--- src/rtl/sd_dma_engine.sv ---
// Block-oriented DMA between RAM and the SD interface: credit queue, argument checks, abort, irq.
// Optional byte reversal of data in both directions when SD_DMA_BYTE_SWAP_EN is defined.
module sd_dma_engine #(
  parameter int unsigned BLOCK_WORDS = 128,
  parameter int unsigned PEND_DEPTH  = 4,
  parameter int unsigned ADDR_W      = 32
) (
  input  logic              clk,
  input  logic              rst_n,
  input  logic [ADDR_W-1:0] mem_start_addr,
  input  logic [31:0]       sd_block_start_addr,
  input  logic [31:0]       num_blocks,
  input  logic [31:0]       ctrl_data,
  input  logic              ctrl_write,
  input  logic              status_clear,
  input  logic              mem_ready_set,
  input  logic              sd_ready_set,
  input  logic [31:0]       mem_data_in,
  input  logic [31:0]       sd_data_in,
  output logic [31:0]       ctrl,
  output logic [31:0]       status,
  output logic [31:0]       error_code,
  output logic              irq,
  output logic [ADDR_W-1:0] mem_request_addr_out,
  output logic [31:0]       mem_request_data,
  output logic              mem_request_read,
  output logic              mem_request_write,
  output logic [31:0]       sd_data_out,
  output logic              sd_data_valid,
  output logic [31:0]       sd_block_addr_out,
  output logic              sd_block_req
);

  localparam int unsigned     CntW     = $clog2(BLOCK_WORDS);
  localparam logic [CntW-1:0] LastWord = CntW'(BLOCK_WORDS - 1);
  localparam logic [3:0]      PendMax  = 4'(PEND_DEPTH);

  typedef enum logic [1:0] {StIdle, StXfer, StBwait} state_e;

  state_e            state_q;
  logic              dir_q, irq_en_q, swap_q, done_q, err_q;
  logic [2:0]        err_code_q;
  logic [3:0]        credits_q;
  logic [ADDR_W-1:0] addr_q;
  logic [31:0]       sd_blk_q, blocks_left_q, mem_wdata_q, sd_rdata_q;
  logic [CntW-1:0]   word_cnt_q;
  logic              sd_valid_q, blk_req_q;

  logic        start, abort, beat, use_credit, last_word, final_block, busy;
  logic        swap_in;
  logic [31:0] sd_word, mem_word;
  logic        unused_ctrl;

  assign unused_ctrl = ^ctrl_data[31:4];

`ifdef SD_DMA_BYTE_SWAP_EN
  assign swap_in  = ctrl_data[4];
  assign sd_word  = swap_q ? {sd_data_in[7:0], sd_data_in[15:8], sd_data_in[23:16],
                              sd_data_in[31:24]} : sd_data_in;
  assign mem_word = swap_q ? {mem_data_in[7:0], mem_data_in[15:8], mem_data_in[23:16],
                              mem_data_in[31:24]} : mem_data_in;
`else
  assign swap_in  = 1'b0;
  assign sd_word  = sd_data_in;
  assign mem_word = mem_data_in;
`endif

  always_comb begin
    start       = ctrl_write & ctrl_data[0];
    abort       = ctrl_write & ctrl_data[3] & ~ctrl_data[0];
    // A live pulse is consumed before any queued credit.
    beat        = mem_ready_set | (credits_q != 4'd0);
    use_credit  = ~mem_ready_set & (credits_q != 4'd0);
    last_word   = word_cnt_q == LastWord;
    final_block = blocks_left_q == 32'd1;
    busy        = state_q != StIdle;
  end

  always_ff @(posedge clk or negedge rst_n) begin
    if (!rst_n) begin
      state_q       <= StIdle;
      dir_q         <= 1'b0;
      irq_en_q      <= 1'b0;
      swap_q        <= 1'b0;
      done_q        <= 1'b0;
      err_q         <= 1'b0;
      err_code_q    <= 3'd0;
      credits_q     <= 4'd0;
      addr_q        <= '0;
      sd_blk_q      <= 32'd0;
      blocks_left_q <= 32'd0;
      mem_wdata_q   <= 32'd0;
      sd_rdata_q    <= 32'd0;
      word_cnt_q    <= '0;
      sd_valid_q    <= 1'b0;
      blk_req_q     <= 1'b0;
    end else begin
      sd_valid_q <= 1'b0;
      blk_req_q  <= 1'b0;
      // Clear first so that a DONE/ERR set later in this cycle takes precedence.
      if (status_clear) begin
        done_q     <= 1'b0;
        err_q      <= 1'b0;
        err_code_q <= 3'd0;
      end
      unique case (state_q)
        StIdle: begin
          if (start) begin
            if (num_blocks == 32'd0) begin
              err_q      <= 1'b1;
              err_code_q <= 3'd1;
            end else if (mem_start_addr[1:0] != 2'b00) begin
              err_q      <= 1'b1;
              err_code_q <= 3'd2;
            end else begin
              dir_q         <= ctrl_data[1];
              irq_en_q      <= ctrl_data[2];
              swap_q        <= swap_in;
              addr_q        <= mem_start_addr;
              sd_blk_q      <= sd_block_start_addr;
              blocks_left_q <= num_blocks;
              word_cnt_q    <= '0;
              credits_q     <= 4'd0;
              done_q        <= 1'b0;
              state_q       <= StXfer;
            end
          end
        end
        StXfer: begin
          if (abort) begin
            state_q    <= StIdle;
            err_q      <= 1'b1;
            err_code_q <= 3'd3;
            credits_q  <= 4'd0;
          end else if (beat) begin
            if (use_credit) credits_q <= credits_q - 4'd1;
            addr_q     <= addr_q + ADDR_W'(4);
            word_cnt_q <= word_cnt_q + 1'b1;
            if (dir_q) begin
              sd_rdata_q <= mem_word;
              sd_valid_q <= 1'b1;
            end else begin
              mem_wdata_q <= sd_word;
            end
            if (last_word) begin
              if (final_block) begin
                state_q   <= StIdle;
                done_q    <= 1'b1;
                credits_q <= 4'd0;
              end else begin
                blk_req_q     <= 1'b1;
                sd_blk_q      <= sd_blk_q + 32'd1;
                blocks_left_q <= blocks_left_q - 32'd1;
                state_q       <= StBwait;
              end
            end
          end
        end
        StBwait: begin
          if (abort) begin
            state_q    <= StIdle;
            err_q      <= 1'b1;
            err_code_q <= 3'd3;
            credits_q  <= 4'd0;
          end else if (mem_ready_set && credits_q == PendMax) begin
            state_q    <= StIdle;
            err_q      <= 1'b1;
            err_code_q <= 3'd4;
            credits_q  <= 4'd0;
          end else begin
            if (mem_ready_set) credits_q <= credits_q + 4'd1;
            if (sd_ready_set) state_q <= StXfer;
          end
        end
        default: state_q <= StIdle;
      endcase
    end
  end

  assign ctrl                 = {27'b0, swap_q, 1'b0, irq_en_q, dir_q, busy};
  assign status               = {24'b0, credits_q, 1'b0, err_q, done_q, busy};
  assign error_code           = {29'b0, err_code_q};
  assign irq                  = irq_en_q & (done_q | err_q);
  assign mem_request_addr_out = addr_q;
  assign mem_request_data     = mem_wdata_q;
  assign mem_request_read     = (state_q == StXfer) & dir_q;
  assign mem_request_write    = (state_q == StXfer) & ~dir_q;
  assign sd_data_out          = sd_rdata_q;
  assign sd_data_valid        = sd_valid_q;
  assign sd_block_addr_out    = sd_blk_q;
  assign sd_block_req         = blk_req_q;

endmodule

--- config.mk ---
export PLATFORM = sky130hd
export DESIGN_NAME = sd_dma_engine
export DESIGN_NICKNAME = d
export VERILOG_FILES = /design/src/rtl/sd_dma_engine.sv
export SDC_FILE = /design/constraint.sdc
export NUM_CORES = 1
export LEC_CHECK = 0
export CORE_AREA = 4 4 162 164
export CTS_BUF_LIST = sky130_fd_sc_hd__clkbuf_2 sky130_fd_sc_hd__clkbuf_4 sky130_fd_sc_hd__clkbuf_8
export CTS_CLUSTER_SIZE = 10
export DETAILED_ROUTE_END_ITERATION = 6
export DIE_AREA = 0 0 166 168
export GPL_ROUTABILITY_DRIVEN = 0
export GPL_TIMING_DRIVEN = 0
export PLACE_DENSITY = 0.8
export SYNTH_ARGS = -nofsm -noshare
export SYNTH_HDL_FRONTEND = slang
export SYNTH_SLANG_ARGS = --single-unit
--- constraint.sdc ---
create_clock -name clk -period 6.3 [get_ports clk]
set_input_delay 1.26 -clock clk [delete_from_list [all_inputs] [get_ports clk]]
set_output_delay 1.26 -clock clk [all_outputs]
set_load 0.02 [all_outputs]
==> qor.csv, run 1 <==
stage,metric,value,unit
critical_path,R2R Path End,blocks_left_q[15],
synth,Synth Area per Inst,9.49,um^2
global_route,number of global-route vias before repair,10735,
synth,Yosys warning count,0,
placement,PortBufs,315,
clock_network,setup bufs post-CTS,0,
detailed_routing,Avg WL per Cell,20.1,um
synth,Seq cells post-synth,182,
critical_path,Crit. End Element,output pin,
synth,Synth Instances,1129,
power_and_ir_drop,PwrDens,488,nW/um^2
detailed_routing,DR pass1 iterations,6,
sta,Max Slew Vio Count,0,
worst_hold_path,worst hold path depth,1,
synth,Post-Syn Area,10700,um^2
global_route,first-pass GRT wire length,58900,um
synth,Post-synth ARST share,1.00,
detailed_routing,routed vias/inst,5.77,
die,core box area,24900,um^2
clock_network,# resized after CTS,0,
detailed_routing,DRC violations left,0,
sta,f_max,196,MHz
critical_path,Worst Path Max Fanout,10,
synth,register area share after synthesis,0.425,
clock_network,cts bufs inserted,17,
clock_network,Clock Tree Buf Depth,2,
die,die span in y,168,um
sta,crit share post-route,0.810,
final_layout,share of layout cells above drive strength 1,0.150,
clock_network,H-tree lvl count,4,
detailed_routing,final wirelength,38000,um
placement,Place WS,1.65,ns
sta,RSZ-0062 raised after global routing,no,
placement,"Cell Area, Placed",14600,um^2
power_and_ir_drop,Max VDD drop,280,uV
detailed_routing,Detailed Route Iter0 Violations,1316,
clock_network,worst skew pair latency,0.46,ns
final_layout,Non-Filler Instances,1888,
final_layout,Area Overhead vs Synth,40.3,%
sta,Period minus WS final,5.10,ns
detailed_routing,DR vias,10889,
placement,placed cells,1857,
final_layout,NumNets Final,1756,
global_route,total congestion overflow,0,
clock_network,Worst-path clk slew,0.09,ns
final_layout,final instance area,15000,um^2
critical_path,cell count of the worst reg-to-reg path,9,
worst_hold_path,Hold Crit Class,reg2reg,
synth,Yosys cell types,82,
clock_network,CTS Hold Bufs,0,
global_route,largest net degree at the start of global routing,99,
outcome,run status,"finished, final reports clean",
worst_hold_path,Min-Delay Startpoint,mem_request_addr_out[1],
clock_network,clk root buf,clkbuf_8,
synth,"EDFF count, synth",0,
sta,setup violators final,0,
die,Die ar.,27900,um^2
critical_path,critical path class,reg2out,
global_route,gr usage total,0.262,
die,row cnt,58,
die,num ports,427,
synth,ys flop type,dfrtp_1,
clock_network,clk sink count,182,
sta,total negative slack,0,ns
sta,Slew Limit Headroom,0.225,
critical_path,reg2reg setup slack,2.76,ns
clock_network,CTS tree,done,
placement,Detailed Place HPWL,28300,um
detailed_routing,Antenna Nets Post-Route,0,
critical_path,WP data required,5.04,ns
die,Die Wd,166,um
sta,Slew @ Worst Pin,1.15,ns
worst_hold_path,Worst Hold Endpoint,mem_request_addr_out[1],
final_layout,Layout fillers,2118,
sta,final hold viol count,0,
critical_path,"Arr. time, crit path",3.84,ns
die,Starting Density,0.431,
global_route,initial antenna violation count,2,
flow_run,max-cap viol count,0,
sta,Final WS setup,1.20,ns
sta,clock skew,0.0214,ns
critical_path,FF-to-FF Start,state_q[1],
critical_path,CP startpoint kind,flip-flop,
power_and_ir_drop,Pleak,0.00621,uW
-- how the worst max path moves through the flow --
stage	start	to	slack (ns)
3_3_place_gp	rst_n	mem_request_data[16]	-3.96
4_1_cts	state_q[1]	mem_request_read	1.26
6_report	state_q[1]	mem_request_read	1.20
2_1_floorplan	state_q[1]	mem_request_read	3.25
3_5_place_dp	num_blocks[3]	blocks_left_q[10]	1.65
5_1_grt	state_q[1]	mem_request_read	1.11
-- Yosys cell counts (5+ instances only) --
master,number,share of area
a211oi_1,11,0.0077
nor3b_1,5,0.0035
o22ai_1,15,0.0088
dfrtp_1,182,0.42
buf_2,9,0.0042
mux2i_1,8,0.0075
o21ai_1,7,0.0033
a211o_1,7,0.0057
buf_6,6,0.0063
or4_1,13,0.0091
buf_1,7,0.0025
o31ai_1,6,0.0042
nand3_1,58,0.027
a21oi_1,33,0.015
inv_1,17,0.0060
and4_1,22,0.018
nor2_1,90,0.032
ha_1,12,0.014
clkbuf_1,34,0.012
and2_1,14,0.0082
or2_2,6,0.0035
o32ai_1,22,0.018
o21ai_0,23,0.011
o221ai_1,5,0.0041
nor3_1,51,0.024
nand4_1,22,0.013
mux2_2,66,0.069
o211ai_1,10,0.0070
and3_1,12,0.0070
nand2_1,117,0.041
nor4_1,22,0.013
nor4_2,5,0.0058
buf_4,91,0.064
a32oi_1,17,0.014
nor3_2,5,0.0047
nand4b_1,8,0.0065
a221oi_1,7,0.0057
xnor2_1,5,0.0041
-- worst max-delay path, stage by stage, from the launching register on --
cell	delay, ns
dfrtp_1	0.44
inv_1	0.10
ha_1	0.23
clkbuf_1	0.52
clkbuf_1	0.61
clkbuf_1	0.62
and2_1	0.25
clkdlybuf4s50_1	0.62
-- cell families after synthesis --
group,after synthesis,synth area share
compound gates,221,0.156
xor+xnor,6,0.00490
fa+ha+maj,12,0.0140
buf+inv,164,0.0946
flops,182,0.425
mux,74,0.0768
other cells,1,0.000350
simple gates,469,0.229
-- layout make-up --
class	instances	area (um^2)	area share
plain buffers	147	950	0.0631
diodes	1	2.50	0.000166
clock buffers	18	248	0.0165
flip-flops and latches	182	4550	0.303
inverters	17	63.8	0.00424
clock inverters	12	166	0.0111
multi-input cells	865	5460	0.363
well taps	330	413	0.0275
repair buffers	316	3190	0.212
-- state kept, by name, indices dropped and copies added (netlist names), 2 cells and up --
| register | count |
|---|---|
| blocks_left_q | 32 |
| mem_request_addr_out | 32 |
| mem_request_data | 32 |
| sd_block_addr_out | 32 |
| sd_data_out | 32 |
| word_cnt_q | 7 |
| credits_q | 4 |
| err_code_q | 3 |
| state_q | 2 |
-- placed cells by master (no fill, tap or decap), types with 8 or more instances in the layout --
cell type        synthesis  routed
inv_1                   17      17
ha_1                    12      12
clkbuf_1                34      34
a211oi_1                11      11
nand3_1                 58      58
mux2i_1                  8       8
buf_4                   91      91
or4_1                   13      13
nor3_1                  51      51
a32oi_1                 17      17
nand4b_1                 8       8
clkbuf_8                 0      18
o32ai_1                 22      22
mux2_2                  66      66
dfrtp_1                182     182
buf_2                    9       9
nand4_1                 22      22
and4_1                  22      22
o21ai_0                 23      23
a21oi_1                 33      33
and2_1                  14      14
nand2_1                117     117
o22ai_1                 15      15
o211ai_1                10      10
and3_1                  12      12
conb_1                   1      83
clkdlybuf4s50_1          0     314
nor4_1                  22      22
nor2_1                  90      90
-- stage by stage --
stage,hold WS (ns),total power (uW),utilization
after floorplan,0.469,4660,-
after global placement,0.468,6300,0.586
after detailed placement,0.474,6420,0.587
after CTS,0.497,7300,0.604
after global routing,0.520,7760,0.604
final,0.498,7330,0.604
-- report_power, final --
| part | switching, uW | total, uW | internal (uW) |
|---|---|---|---|
| combinational | 2310 | 4160 | 1850 |
| clock | 460 | 867 | 407 |
| sequential | 599 | 2310 | 1710 |
| total | 3370 | 7330 | 3970 |
-- metal layers --
metal	routed length [um]	vias up	track usage
li1	-	4909	-
met1	14400	5185	0.320
met2	17800	691	0.427
met3	4540	102	0.0939
met4	1200	2	0.0990
met5	13	-	0
Power figures use the tool's default switching activity.
==> inputs of run 2 (changes only) <==
==> config.mk (replaced) <==
export PLATFORM = sky130hd
export DESIGN_NAME = sd_dma_engine
export DESIGN_NICKNAME = d
export VERILOG_FILES = /design/src/rtl/sd_dma_engine.sv
export SDC_FILE = /design/constraint.sdc
export NUM_CORES = 1
export LEC_CHECK = 0
export CORE_MARGIN = 4
export CORE_UTILIZATION = 41
export CTS_BUF_LIST = sky130_fd_sc_hd__clkbuf_2 sky130_fd_sc_hd__clkbuf_4 sky130_fd_sc_hd__clkbuf_8
export CTS_CLUSTER_SIZE = 10
export DETAILED_ROUTE_END_ITERATION = 6
export GPL_ROUTABILITY_DRIVEN = 0
export GPL_TIMING_DRIVEN = 0
export PLACE_DENSITY = 0.79
export SYNTH_ARGS = -nofsm -noshare
export SYNTH_HDL_FRONTEND = slang
export SYNTH_SLANG_ARGS = --single-unit
==> constraint.sdc (replaced) <==
create_clock -name clk -period 4.2 [get_ports clk]
set_input_delay 0.84 -clock clk [delete_from_list [all_inputs] [get_ports clk]]
set_output_delay 0.84 -clock clk [all_outputs]
set_load 0.02 [all_outputs]
==> run 2 against run 1 <==
  * Final cell count hardly changed
  * Sequential share of layout area is 0.094 points higher
  * Clock-buffer cell count is 1 lower
  * Highest routed layer is now met4
  * Critical path type is now in2reg
  * Register-to-register slack worse by 1.9 ns
==> qor.csv, run 2 (synthesis results as in run 1) <==
stage,metric,value,unit
die,Die Wd,170,um
detailed_routing,DRC violations left,0,
detailed_routing,met2 WL,18400,um
clock_network,setup bufs post-CTS,0,
global_route,first-pass GRT wire length,59000,um
clock_network,CTS Hold Bufs,0,
sta,Max Slew Vio Count,0,
final_layout,Area Overhead vs Synth,39.9,%
power_and_ir_drop,Max VDD drop,372,uV
global_route,largest net degree at the start of global routing,101,
clock_network,worst skew pair latency,0.48,ns
detailed_routing,DR vias,10981,
clock_network,Clock Tree Buf Depth,2,
worst_hold_path,Hold Crit Class,in2async,
clock_network,cts bufs inserted,17,
outcome,run status,"finished, final reports clean",
critical_path,reg2reg setup slack,0.82,ns
placement,Place WS,-0.0862,ns
detailed_routing,highest metal used,met4,
die,core box area,25500,um^2
critical_path,WP data required,4.58,ns
placement,placed cells,1857,
global_route,total congestion overflow,0,
detailed_routing,DR pass1 iterations,6,
clock_network,CTS tree,done,
clock_network,clk root buf,clkbuf_8,
die,die span in y,170,um
sta,clock skew,0.0261,ns
sta,Period minus WS final,4.03,ns
placement,PortBufs,315,
placement,Detailed Place HPWL,29300,um
critical_path,CP startpoint kind,primary input,
sta,Slew Limit Headroom,0.299,
final_layout,share of layout cells above drive strength 1,0.153,
detailed_routing,Detailed Route Iter0 Violations,1210,
critical_path,Crit. End Element,flip-flop,
detailed_routing,Avg WL per Cell,20.7,um
final_layout,"most common cell after layout, fill and taps aside",clkdlybuf4s50_1,
global_route,number of global-route vias before repair,10527,
detailed_routing,DR WL met3,4440,um
detailed_routing,Met1 Wirelength,14900,um
die,Die ar.,28800,um^2
critical_path,"Arr. time, crit path",4.41,ns
flow_run,max-cap viol count,0,
critical_path,Worst Path Max Fanout,10,
final_layout,utilization after layout,0.589,
final_layout,Non-Filler Instances,1889,
die,Starting Density,0.421,
power_and_ir_drop,PwrDens,729,nW/um^2
global_route,initial antenna violation count,0,
final_layout,NumNets Final,1756,
final_layout,register area,4550,um^2
global_route,gr usage total,0.259,
final_layout,multi-input logic area,5460,um^2
clock_network,Worst-path clk slew,0.11,ns
final_layout,n_diodes,0,
final_layout,most frequent cells in the layout,"314 x clkdlybuf4s50_1, 182 x dfrtp_1, 117 x nand2_1, 91 x buf_4, 90 x nor2_1",
detailed_routing,Antenna Nets Post-Route,0,
critical_path,R2R Path End,done_q,
clock_network,clk sink count,182,
die,num ports,427,
power_and_ir_drop,Pleak,0.00621,uW
sta,RSZ-0062 raised after global routing,no,
sta,final hold viol count,0,
final_layout,Layout fillers,2193,
die,row cnt,58,
sta,Final WS setup,0.167,ns
sta,setup violators final,0,
sta,f_max,248,MHz
critical_path,critical path class,in2reg,
power_and_ir_drop,overall power,10900,uW
sta,crit share post-route,0.960,
critical_path,FF-to-FF Start,state_q[0],
clock_network,H-tree lvl count,4,
detailed_routing,routed vias/inst,5.81,
critical_path,cell count of the worst reg-to-reg path,8,
detailed_routing,final wirelength,39000,um
sta,Slew @ Worst Pin,1.04,ns
[run 2: cell types whose count changed in the layout (fill, tap and decap cells not counted)]
cell and delta:
clkbuf_1 -3, clkinv_4 +1, bufinv_16 -3, clkinvlp_4 -1, clkbuf_2 +3, clkbuf_8 -1
clkinv_2 +2, inv_8 +4, diode_2 -1
[run 2: critical path, stage by stage]
cell and delay, ns:
clkdlybuf4s50_1 0.47, nor4_1 0.54, and4_1 0.35, a21oi_1 0.11, clkbuf_1 0.27, nand3_1 0.56, clkbuf_1 0.78, o32ai_1 0.25
a311oi_2 0.24
[run 2: per-layer routing]
metal  vias up  GRT usage
met1      5257      0.336
met3       101     0.0676
met4         0     0.0987
li1       4900          -
met5         -          0
met2       723      0.418
[run 2: layout make-up]
class,count,area share
multi-input combinational,865,0.364
sequential,182,0.304
timing repair buffer,316,0.212
buffer,147,0.0636
tap,330,0.0275
clock buffer,17,0.0156
clock inverter,15,0.00885
inverter,17,0.00426
[run 2: how the worst max path moves through the flow]
stage              startpoint                end  slack, ns  depth (start not counted)
6_report       num_blocks[27]  blocks_left_q[10]       0.17                          9
5_1_grt        num_blocks[27]  blocks_left_q[10]       0.15                          9
4_1_cts            state_q[1]   mem_request_read       0.05                          7
3_5_place_dp   num_blocks[16]  blocks_left_q[10]      -0.09                          9
3_3_place_gp            rst_n    sd_data_out[17]      -5.64                          1
2_1_floorplan      state_q[1]   mem_request_read       1.57                          6
[run 2: what timing repair did]
item,in CTS,in global routing
cloned,0,0
hold endpoints to repair,0,0
gates resized for setup,2,2
setup endpoints to repair,1,1
[run 2: through the flow]
step	hold slack [ns]	TNS, ns	area (um^2)
after floorplan	0.469	0	11000
after global placement	0.474	-1022.62	14600
after detailed placement	0.484	-0.119	14600
after CTS	0.366	0	15000
after global routing	0.384	0	15000
final	0.348	0	15000
[run 2: power breakdown]
group | total, uW | switching [uW] | internal, uW
logic | 6280 | 3500 | 2780
registers | 3470 | 910 | 2560
clock network | 1170 | 739 | 436
